===== src/rtl/mem_bus_unit.sv =====
// Memory bus unit: MAR/MDR registers, bus drive and a single-outstanding memory
// handshake with a 16-cycle timeout and a sticky error flag.
module mem_bus_unit (
    input  logic        clk,
    input  logic        rst_n,
    input  logic [15:0] bus_in,
    input  logic        ldmar,
    input  logic        ldmdr,
    input  logic        tmar,
    input  logic        tmdr,
    input  logic        memrd,
    input  logic        memwr,
    output logic [15:0] bus_out,
    output logic        bus_oe,
    output logic [15:0] mem_addr,
    output logic [15:0] mem_wdata,
    input  logic [15:0] mem_rdata,
    output logic        mem_req,
    output logic        mem_we,
    input  logic        mem_ack,
    output logic        busy,
    output logic        done,
    output logic        err
);

    typedef enum logic [1:0] {StIdle, StReq, StDone, StTout} state_e;

    state_e      state_q, state_d;
    logic [15:0] mar_q, mar_d;
    logic [15:0] mdr_q, mdr_d;
    logic [3:0]  cnt_q, cnt_d;
    logic        we_q, we_d;
    logic        err_q, err_d;

    // State and datapath registers; reset clears everything asynchronously.
    always_ff @(posedge clk or negedge rst_n) begin
        if (!rst_n) begin
            state_q <= StIdle;
            mar_q   <= 16'h0000;
            mdr_q   <= 16'h0000;
            cnt_q   <= 4'd0;
            we_q    <= 1'b0;
            err_q   <= 1'b0;
        end else begin
            state_q <= state_d;
            mar_q   <= mar_d;
            mdr_q   <= mdr_d;
            cnt_q   <= cnt_d;
            we_q    <= we_d;
            err_q   <= err_d;
        end
    end

    // Next-state: register loads only in IDLE, request handshake and timeout in REQ.
    always_comb begin
        state_d = state_q;
        mar_d   = mar_q;
        mdr_d   = mdr_q;
        cnt_d   = cnt_q;
        we_d    = we_q;
        err_d   = err_q;
        case (state_q)
            StIdle: begin
                if (ldmar) mar_d = bus_in;
                if (ldmdr) mdr_d = bus_in;
                if (memrd ^ memwr) begin
                    state_d = StReq;
                    we_d    = memwr;
                    cnt_d   = 4'd0;
                    err_d   = 1'b0;
                end else if (memrd && memwr) begin
                    // Conflicting strobes: refuse the request and flag it.
                    err_d = 1'b1;
                end
            end
            StReq: begin
                // Ack is checked before the limit so an ack on the 16th cycle still succeeds.
                if (mem_ack) begin
                    state_d = StDone;
                    if (!we_q) mdr_d = mem_rdata;
                end else begin
                    cnt_d = cnt_q + 4'd1;
                    if (cnt_q == 4'd15) begin
                        state_d = StTout;
                        err_d   = 1'b1;
                    end
                end
            end
            StDone:  state_d = StIdle;
            StTout:  state_d = StIdle;
            default: state_d = StIdle;
        endcase
    end

    // Outputs decoded from state plus the combinational bus drive (tmdr wins).
    always_comb begin
        mem_req   = (state_q == StReq);
        busy      = (state_q != StIdle);
        done      = (state_q == StDone) || (state_q == StTout);
        err       = err_q;
        mem_we    = we_q;
        mem_addr  = mar_q;
        mem_wdata = mdr_q;
        bus_oe    = tmar | tmdr;
        bus_out   = 16'h0000;
        if (tmdr)      bus_out = mdr_q;
        else if (tmar) bus_out = mar_q;
    end

endmodule


===== config.mk =====
export PLATFORM = sky130hd
export DESIGN_NAME = mem_bus_unit
export DESIGN_NICKNAME = d
export VERILOG_FILES = /design/src/rtl/mem_bus_unit.sv
export SDC_FILE = /design/constraint.sdc
export NUM_CORES = 1
export LEC_CHECK = 0
export BUFFER_PORTS_ARGS = -buffer_cell sky130_fd_sc_hd__buf_2
export CAP_MARGIN = 15
export CORE_MARGIN = 5
export CORE_UTILIZATION = 46
export DETAILED_ROUTE_END_ITERATION = 8
export GPL_TIMING_DRIVEN = 0
export PLACE_DENSITY = 0.79
export SETUP_SLACK_MARGIN = 0.02
export SLEW_MARGIN = 25
export SYNTH_ARGS = -nofsm -noshare
export SYNTH_HDL_FRONTEND = slang
export SYNTH_SLANG_ARGS = --single-unit

===== constraint.sdc =====
create_clock -name clk -period 1.8 [get_ports clk]
set_input_delay 0.18 -clock clk [delete_from_list [all_inputs] [get_ports clk]]
set_output_delay 0.18 -clock clk [all_outputs]
set_load 0.02 [all_outputs]

* Word level (Yosys, flattened, before mapping)
Cells that the tools add are included.
** Cells by class
- Reductions and logical operators :: 12
- Equal/unequal tests :: 12
- Mux-type cells :: 18
- Bitwise logic cells :: 2
- Add/subtract/negate cells :: 1
** Operators by type and width (count)
- 16-bit two-way mux :: 5
- 16-bit one-hot mux with 2 select lines :: 1
- 4-bit two-way mux :: 2
- 2-bit != test (second input constant) :: 4
- 4-bit one-hot mux with 2 select lines :: 1
- 4-bit AND reduction :: 2
- 2-bit two-way mux :: 3
- 2-bit one-hot mux with 3 select lines :: 1
- 2-bit AND reduction :: 3
- 4-bit by 1-bit adder with 4-bit output (second input constant) :: 1
- 2-bit equality test (second input constant) :: 2
- 4-bit equality test (second input constant) :: 1
- 1-bit two-way mux :: 4
- 2-bit by 1-bit != test with 1-bit output (second input constant) :: 2
- 2-bit nonzero test :: 2
- 3-bit by 1-bit != test with 1-bit output (second input constant) :: 1
- 3-bit != test (second input constant) :: 1
- 3-bit AND reduction :: 1
- 2-bit by 1-bit equality test with 1-bit output (second input constant) :: 1
- 2-bit logical NOT :: 1
- 1-bit one-hot mux with 2 select lines :: 1
- 2-bit OR reduction :: 1
- 1-bit logical AND :: 1
- 1-bit logical OR :: 1
- 2 further kinds :: 2
** Storage, ports and cells
- Output and inout port bits :: 54
- Input bits :: 41
- Logic and storage cells :: 51
- Register bits after elaboration :: 40

* Longest topological paths before layout
Gate-level depths: netlist (run 1).
- Depth in word-level cells :: 4
- Mapped depth :: 6
- Mapped depth without buffers :: 6

* Least setup slack after synthesis (run 1)
No wires, ideal clock.
- Path kind :: reg2reg
- Start :: register state_q[1]
- End :: register mdr_q[0] (netlist: mem_wdata[0])
- Path slack :: 0.144 ns
- Data required time :: 1.675 ns
- Clock period less this slack :: 1.656 ns
- Setup time :: 0.125 ns
- Path buffers :: 1
- Cell stages (with the launch flop) :: 6
- Arrival time :: 1.530 ns
- Cell sequence :: dfrtp_1 > nand2b_4 > inv_6 > buf_2 > mux2_2 > mux2_4
** Between the ends
- Longest elaborated chain between the ends :: 3
- Elaborated cells between the ends (all ways) :: 8
- Those cells by class :: eq/ne (4); mux (1); reduce/logical (3)
** Ends and longest elaborated chain
- from (decl) :: line 28 : state_e state_q, state_d;
- from (signal assigned) :: line 38 : state_q <= StIdle;
- from (signal assigned) :: line 45 : state_q <= state_d;
- 2-bit by 1-bit equality test with 1-bit output (*)
- named net mem_req :: line 18 : output logic mem_req,
- 2-bit != test (no line), or another cell as far along
- 4-bit AND reduction (no line)
- to (signal assigned) :: line 47 : mdr_q <= mdr_d;
- to (decl) :: line 30 : logic [15:0] mdr_q, mdr_d;
The timed path passes the listed nets; every way through them passes the cells marked *.
A chain may end at the register's enable or synchronous reset.

* Worst setup path in the final report (run 1)
- Start :: register state_q[1]
- End :: register mdr_q[2] (netlist: mem_wdata[2])
** Between the ends
- Longest elaborated chain between the ends :: 3
- Elaborated cells between the ends (all ways) :: 8
- Those cells by class :: eq/ne (4); mux (1); reduce/logical (3)
** Ends and longest elaborated chain
- 2-bit by 1-bit equality test with 1-bit output / 2-bit logical NOT (equally long branches) :: line 62 : case (state_q)
- 2-bit != test (no line), or another cell as far along
- 4-bit AND reduction (no line)
Parallel ways exist; a longest one is shown, timed or not.

==> flow_summary.toml, run 1 <==
[status]
status = "finished, violations left"
violations = "negative hold slack"

[placed_design]
place_congestion = 0.798
port_buffers = 93
dp_hpwl_mm = 3.79
placed_area_sq_um = 2570
dpl_worst_slack_ns = -0.141
dp_cells = 297

[synthesis]
yosys.area.top_type = "dfrtp_1"
synth_edf_count = 0
yosys_register_bits = 40
syn_nets = 195
synth_area_leaders = "dfrtp_1, mux2_2, mux2_4"
synth_area_sq_um = 2040
syn_area_per_cell_sq_um = 13.4
postSynthCellCount = 152
yosysWarnings = 0
synth-async-reset-ratio_pct = 100
synth_top_area_share_pct = 49.0
yosysUniqueCellTypes = 36
seq_area_frac_synth_pct = 49.0
ys.flop_type = "dfrtp_1"

[grt]
grtUsageTotal_pct = 18.5
grt_pass1_wl_mm = 8.67
grt_max_degree = 41
grt-ovfl-total = 0
antenna_found_initial = 0
grt_pass1_vias = 1742

[sta]
setup_ws_ns = 0.124
rsz0062_at_grt = "false"
min_period_ns = 1.68
finalHoldViolCount = 9
holdWs_ns = -0.00898
finalSetupViolCount = 0
maxSlewHeadroom_pct = 43.2
min_period_over_period_pct = 93.1
max_freq_mhz = 597
setup_tns_ns = 0
final-max-slew-violation-count = 0
worst_clock_skew_ns = 0.00462
max_slew.worst_pin.slew_ns = 0.852

[power]
power_frac_clock_pct = 11.6
seqPwrFrac_pct = 34.5
p_int_mw = 2.89
p_switching_mw = 2.11
power.density_nw_per_um2 = 1860
p_leak_nw = 1.36
ir_drop_mv = 1.00
switching_share_pct = 42.3
combPwrFrac_pct = 53.9
power_mw = 5.00

[floorplanning]
fp.dieH_um = 76.6
rows = 24
coreArea_sq_um = 4320
initial_core_util_pct = 47.2
die_w_um = 76.6
io_pins = 95
dieArea_sq_um = 5870

[setup_path]
required_ns = 1.97
cp-start-kind = "flip-flop"
critPathArrivalTime_ns = 1.85
timing_worst_setup_path_type = "reg -> reg"
rr_worst_depth = 6
cp-end-kind = "flip-flop"
timing.rr.end = "mem_wdata[2]"
timing.rr.start = "state_q[1]"
reg2reg_slack_ns = 0.12
cp_max_fo = 10

[clocking]
path_clk_slew_ns = 0.08
ctsHtreeMaxLevel = 2
cts_sinks = 40
clock_path_buffers = 2
cts_setup_buffers = 0
hold_buffers = 0
clock_latency_ns = 0.29
cts_root_buffer = "clkbuf_8"
cts_tree = "yes"
cts_inserted_buffers = 5

[layout]
area_delta_synth_final_pct = 31.6
stdcell_count = 305
postLayoutCellArea_sq_um = 2690
nNetsFinal = 295
final_util_pct = 62.1
diodes = 0
drive_above_1_share_pct = 64.4

[route]
top_layer_used = "met4"
routed_via_density = 5.25
wl_met2_mm = 2.52
route.vias.total = 1600
wire_per_inst_um = 16.7
drc_errors = 0
wl_met1_mm = 2.21
met3_length_um = 312
antenna_left = 0
dr.pass1.iters = 4
wl_mm = 5.10
drt_iter0_markers = 50

[min_path]
hp-class = "in -> async"

[flow_run]
maxCapViolations = 0
registers in the layout, indices dropped and copies added, names as in the netlist:
| signal | count |
|---|---|
| mem_addr | 16 |
| mem_wdata | 16 |
| cnt_q | 4 |
| state_q | 2 |
| err | 1 |
| mem_we | 1 |
synthesized netlist by cell type, types with 2 or more instances:
cell type  instances
a22o_1            16
buf_2              3
clkbuf_1           2
dfrtp_1           40
ha_1               2
inv_1              5
mux2_2            37
mux2_4            10
nand2_1            3
nand2b_1           2
nor2_1             3
nor3_1             3
nor3b_1            2
o21ai_0            2
cell families (layout without fill, tap and decap cells):
kind of cell | Yosys count | count (layout) | share of synthesized area (%)
multiplexers | 49 | 49 | 28.8
flip-flops | 40 | 40 | 49.0
AO/OA/AOI/OAI | 25 | 25 | 10.2
AND/OR/NAND/NOR | 21 | 21 | 6.19
buffers and inverters | 15 | 116 | 4.60
adder cells (fa/ha/maj) | 2 | 2 | 1.23
layout by cell type (no fill, tap or decap), drive strengths merged, types with 3 or more instances in the layout:
cell    count
buf        99
mux2       48
dfrtp      40
a22o       16
clkbuf      7
inv         6
nand2       3
nor3        3
nand2b      3
nor2        3
clkinv      3
worst max path at each step:
stage               start            to  slack, ns
6_report       state_q[1]  mem_wdata[2]       0.12
5_1_grt              tmdr    bus_out[5]       0.04
2_1_floorplan  state_q[1]  mem_wdata[0]       0.14
3_3_place_gp   state_q[0]   mem_addr[7]       -0.1
3_5_place_dp   state_q[0]  mem_addr[13]      -0.14
4_1_cts        state_q[1]  mem_wdata[2]       0.05
routing by layer:
metal	global-route usage (%)	up-vias
met5	0	-
met4	5.77	0
met3	5.67	4
met2	30.3	58
met1	23.1	779
li1	-	759
power groups by stage:
stage                     Sequential [mW]  Combinational, mW  Clock [mW]
after floorplan                      2.15               1.40           0
after global placement               1.70               2.65           0
after detailed placement             1.72               2.70           0
after CTS                            1.72               2.72       0.611
after global routing                 1.81               2.89       0.642
final                                1.73               2.70       0.580
timing repair:
action / in CTS / in global routing
endpoints found under the setup margin: 28 / 28
gates resized for setup: 5 / 5
gates cloned: 0 / 0
critical path, cell delays in order, from the launching register on:
cell and delay, ns:
dfrtp_2 0.46, nand2b_4 0.19, inv_6 0.12, a32o_2 0.19, buf_6 0.14, buf_12 0.15, mux2_4 0.30
cell type report:
type                            instances  area (sq um)
Inverter                                6          27.5
Tap cell                               52          65.1
Clock inverter                          3          18.8
Fill cell                             369          1640
Timing Repair Buffer                   93           465
Multi-Input combinational cell         97           957
Buffer                                  9          80.1
Sequential cell                        40          1000
Clock buffer                            5          68.8
No activity file was read; power rests on OpenSTA's default activity.
==> run 2: changes to the inputs <==
--- a/config.mk
+++ b/config.mk
@@ -10,8 +10,8 @@
 export CORE_MARGIN = 5
 export CORE_UTILIZATION = 46
 export DETAILED_ROUTE_END_ITERATION = 8
-export GPL_TIMING_DRIVEN = 0
-export PLACE_DENSITY = 0.79
+export PLACE_DENSITY = 0.78
+export RECOVER_POWER = 25
 export SETUP_SLACK_MARGIN = 0.02
 export SLEW_MARGIN = 25
 export SYNTH_ARGS = -nofsm -noshare
==> flow_summary.toml, run 2 (synthesis gave the netlist of run 1 again) <==
[status]
status = "finished clean"

[setup_path]
cp-end-kind = "flip-flop"
worstPathCellList = "nand2b_4 > inv_6 > a32o_2 > buf_12 > mux2_2"
cpPeakStageDelay_ns = 0.45
startpoint = "state_q[1]"
cp_slowest_cell = "dfrtp_1"
required_ns = 1.97
cp-start-kind = "flip-flop"
timing.rr.start = "state_q[1]"
cp_max_fo = 13
timing_worst_setup_path_type = "reg -> reg"
critPathArrivalTime_ns = 1.80

[sta]
rsz0062_at_grt = "false"
setup_ws_ns = 0.173
setup_tns_ns = 0
min_period_ns = 1.63
max_slew.worst_pin.slew_ns = 1.04
finalHoldViolCount = 0
max_freq_mhz = 615
worst_clock_skew_ns = 0.00266
maxSlewHeadroom_pct = 30.6
final-max-slew-violation-count = 0
min_period_over_period_pct = 90.4
finalSetupViolCount = 0

[layout]
final_common_cell = "buf_2"
multiInputGateArea_sq_um = 950
area_delta_synth_final_pct = 34.4
nNetsFinal = 294
diodes = 0
num-fill-cells = 358
register_area_sq_um = 1000
drive_above_1_share_pct = 63.5
final_cell_mix = "buf_2, dfrtp_1, mux2_2"

[route]
drt_iter0_markers = 29
wire_per_inst_um = 16.4
route.vias.total = 1602
routed_via_density = 5.27
antenna_left = 0
drc_errors = 0
dr.pass1.iters = 5
wl_mm = 4.98

[placed_design]
place_congestion = 0.753
dpl_worst_slack_ns = 0.126
dp_hpwl_mm = 3.84
port_buffers = 94

[grt]
grtUsageTotal_pct = 17.7
grt_max_degree = 23
antenna_found_initial = 0
grt-ovfl-total = 0
grt_pass1_wl_mm = 8.38
grt_pass1_vias = 1764

[power]
power_mw = 5.21
p_leak_nw = 1.38
power.density_nw_per_um2 = 1900
ir_drop_mv = 0.940

[floorplanning]
io_pins = 95
dieArea_sq_um = 5870
coreArea_sq_um = 4320
rows = 24
die_w_um = 76.6
initial_core_util_pct = 47.2
fp.dieH_um = 76.6

[clocking]
ctsHtreeMaxLevel = 2
cts_setup_buffers = 0
cts_sinks = 40
clock_path_buffers = 2
cts_tree = "yes"
cts_root_buffer = "clkbuf_8"
path_clk_slew_ns = 0.07
clock_latency_ns = 0.29
cts_inserted_buffers = 5

[min_path]
hp-start = "bus_in[11]"
hp-class = "in -> reg"

[flow_run]
maxCapViolations = 0
==> run 2: cell count changes in the layout (fill, tap and decap cells not counted), moves of 2 or more <==
| cell | change |
|---|---|
| buf_12 | +3 |
| buf_4 | +2 |
| buf_6 | -3 |
| clkbuf_8 | +2 |
| clkinv_2 | -2 |
| dfrtp_1 | +2 |
| dfrtp_2 | -2 |
==> run 2: worst max-delay path: cells and delay by family (launching register included) <==
family | cells | cell delay (ns)
compound gates | 1 | 0.26
buf+inv | 2 | 0.25
flops | 1 | 0.45
mux | 1 | 0.34
simple gates | 1 | 0.20
==> run 2: worst paths after layout <==
check	end	slack (ns)	cells after the start
hold / removal	mem_addr[11]	0.14	2
hold reg to reg	cnt_q[0]	0.52	1
setup / recovery	mem_wdata[7]	0.17	5
max in group asynchronous	mem_wdata[0]	0.54	3
min in group asynchronous	mem_addr[13]	0.60	2
setup reg to reg	mem_wdata[7]	0.17	5
==> run 2: final cells by class <==
type | instances | share of cell area [%]
inverters | 6 | 1.00
multi-input cells | 97 | 34.6
well taps | 52 | 2.37
clock inverters | 1 | 1.09
clock buffers | 7 | 3.51
repair buffers | 101 | 20.9
flip-flops and latches | 40 | 36.5
==> run 2: power by group <==
part	switching (mW)	internal, mW
sequential	0.380	1.34
combinational	1.42	1.28
clock	0.293	0.489
==> run 2: metal layers <==
| layer | track usage (%) | part of all wire, % | vias to the layer above |
|---|---|---|---|
| met3 | 4.02 | 5.5 | 10 |
| met4 | 7.52 | 2.0 | 0 |
| li1 | - | - | 759 |
| met5 | 0 | 0 | - |
| met2 | 30.7 | 51 | 53 |
| met1 | 21.0 | 41 | 780 |
==> run 2: per-stage QoR <==
| step | utilization (%) | area (sq um) | hold WS, ns | cells |
|---|---|---|---|---|
| final | 63.5 | 2740 | 0.136 | 304 |
| after global routing | 63.5 | 2740 | 0.127 | 304 |
| after CTS | 63.4 | 2740 | 0.125 | 304 |
| after detailed placement | 60.3 | 2610 | 0.146 | 295 |
| after global placement | 60.3 | 2610 | 0.148 | 295 |
| after floorplan | - | 2040 | -0.116 | 152 |
==> run 2: what timing repair did <==
| item | in CTS | in global routing |
|---|---|---|
| hold buffers | 1 | 0 |
| setup endpoints to repair | 0 | 2 |
| resized for setup | 0 | 1 |
| endpoints found under the hold margin | 18 | 0 |
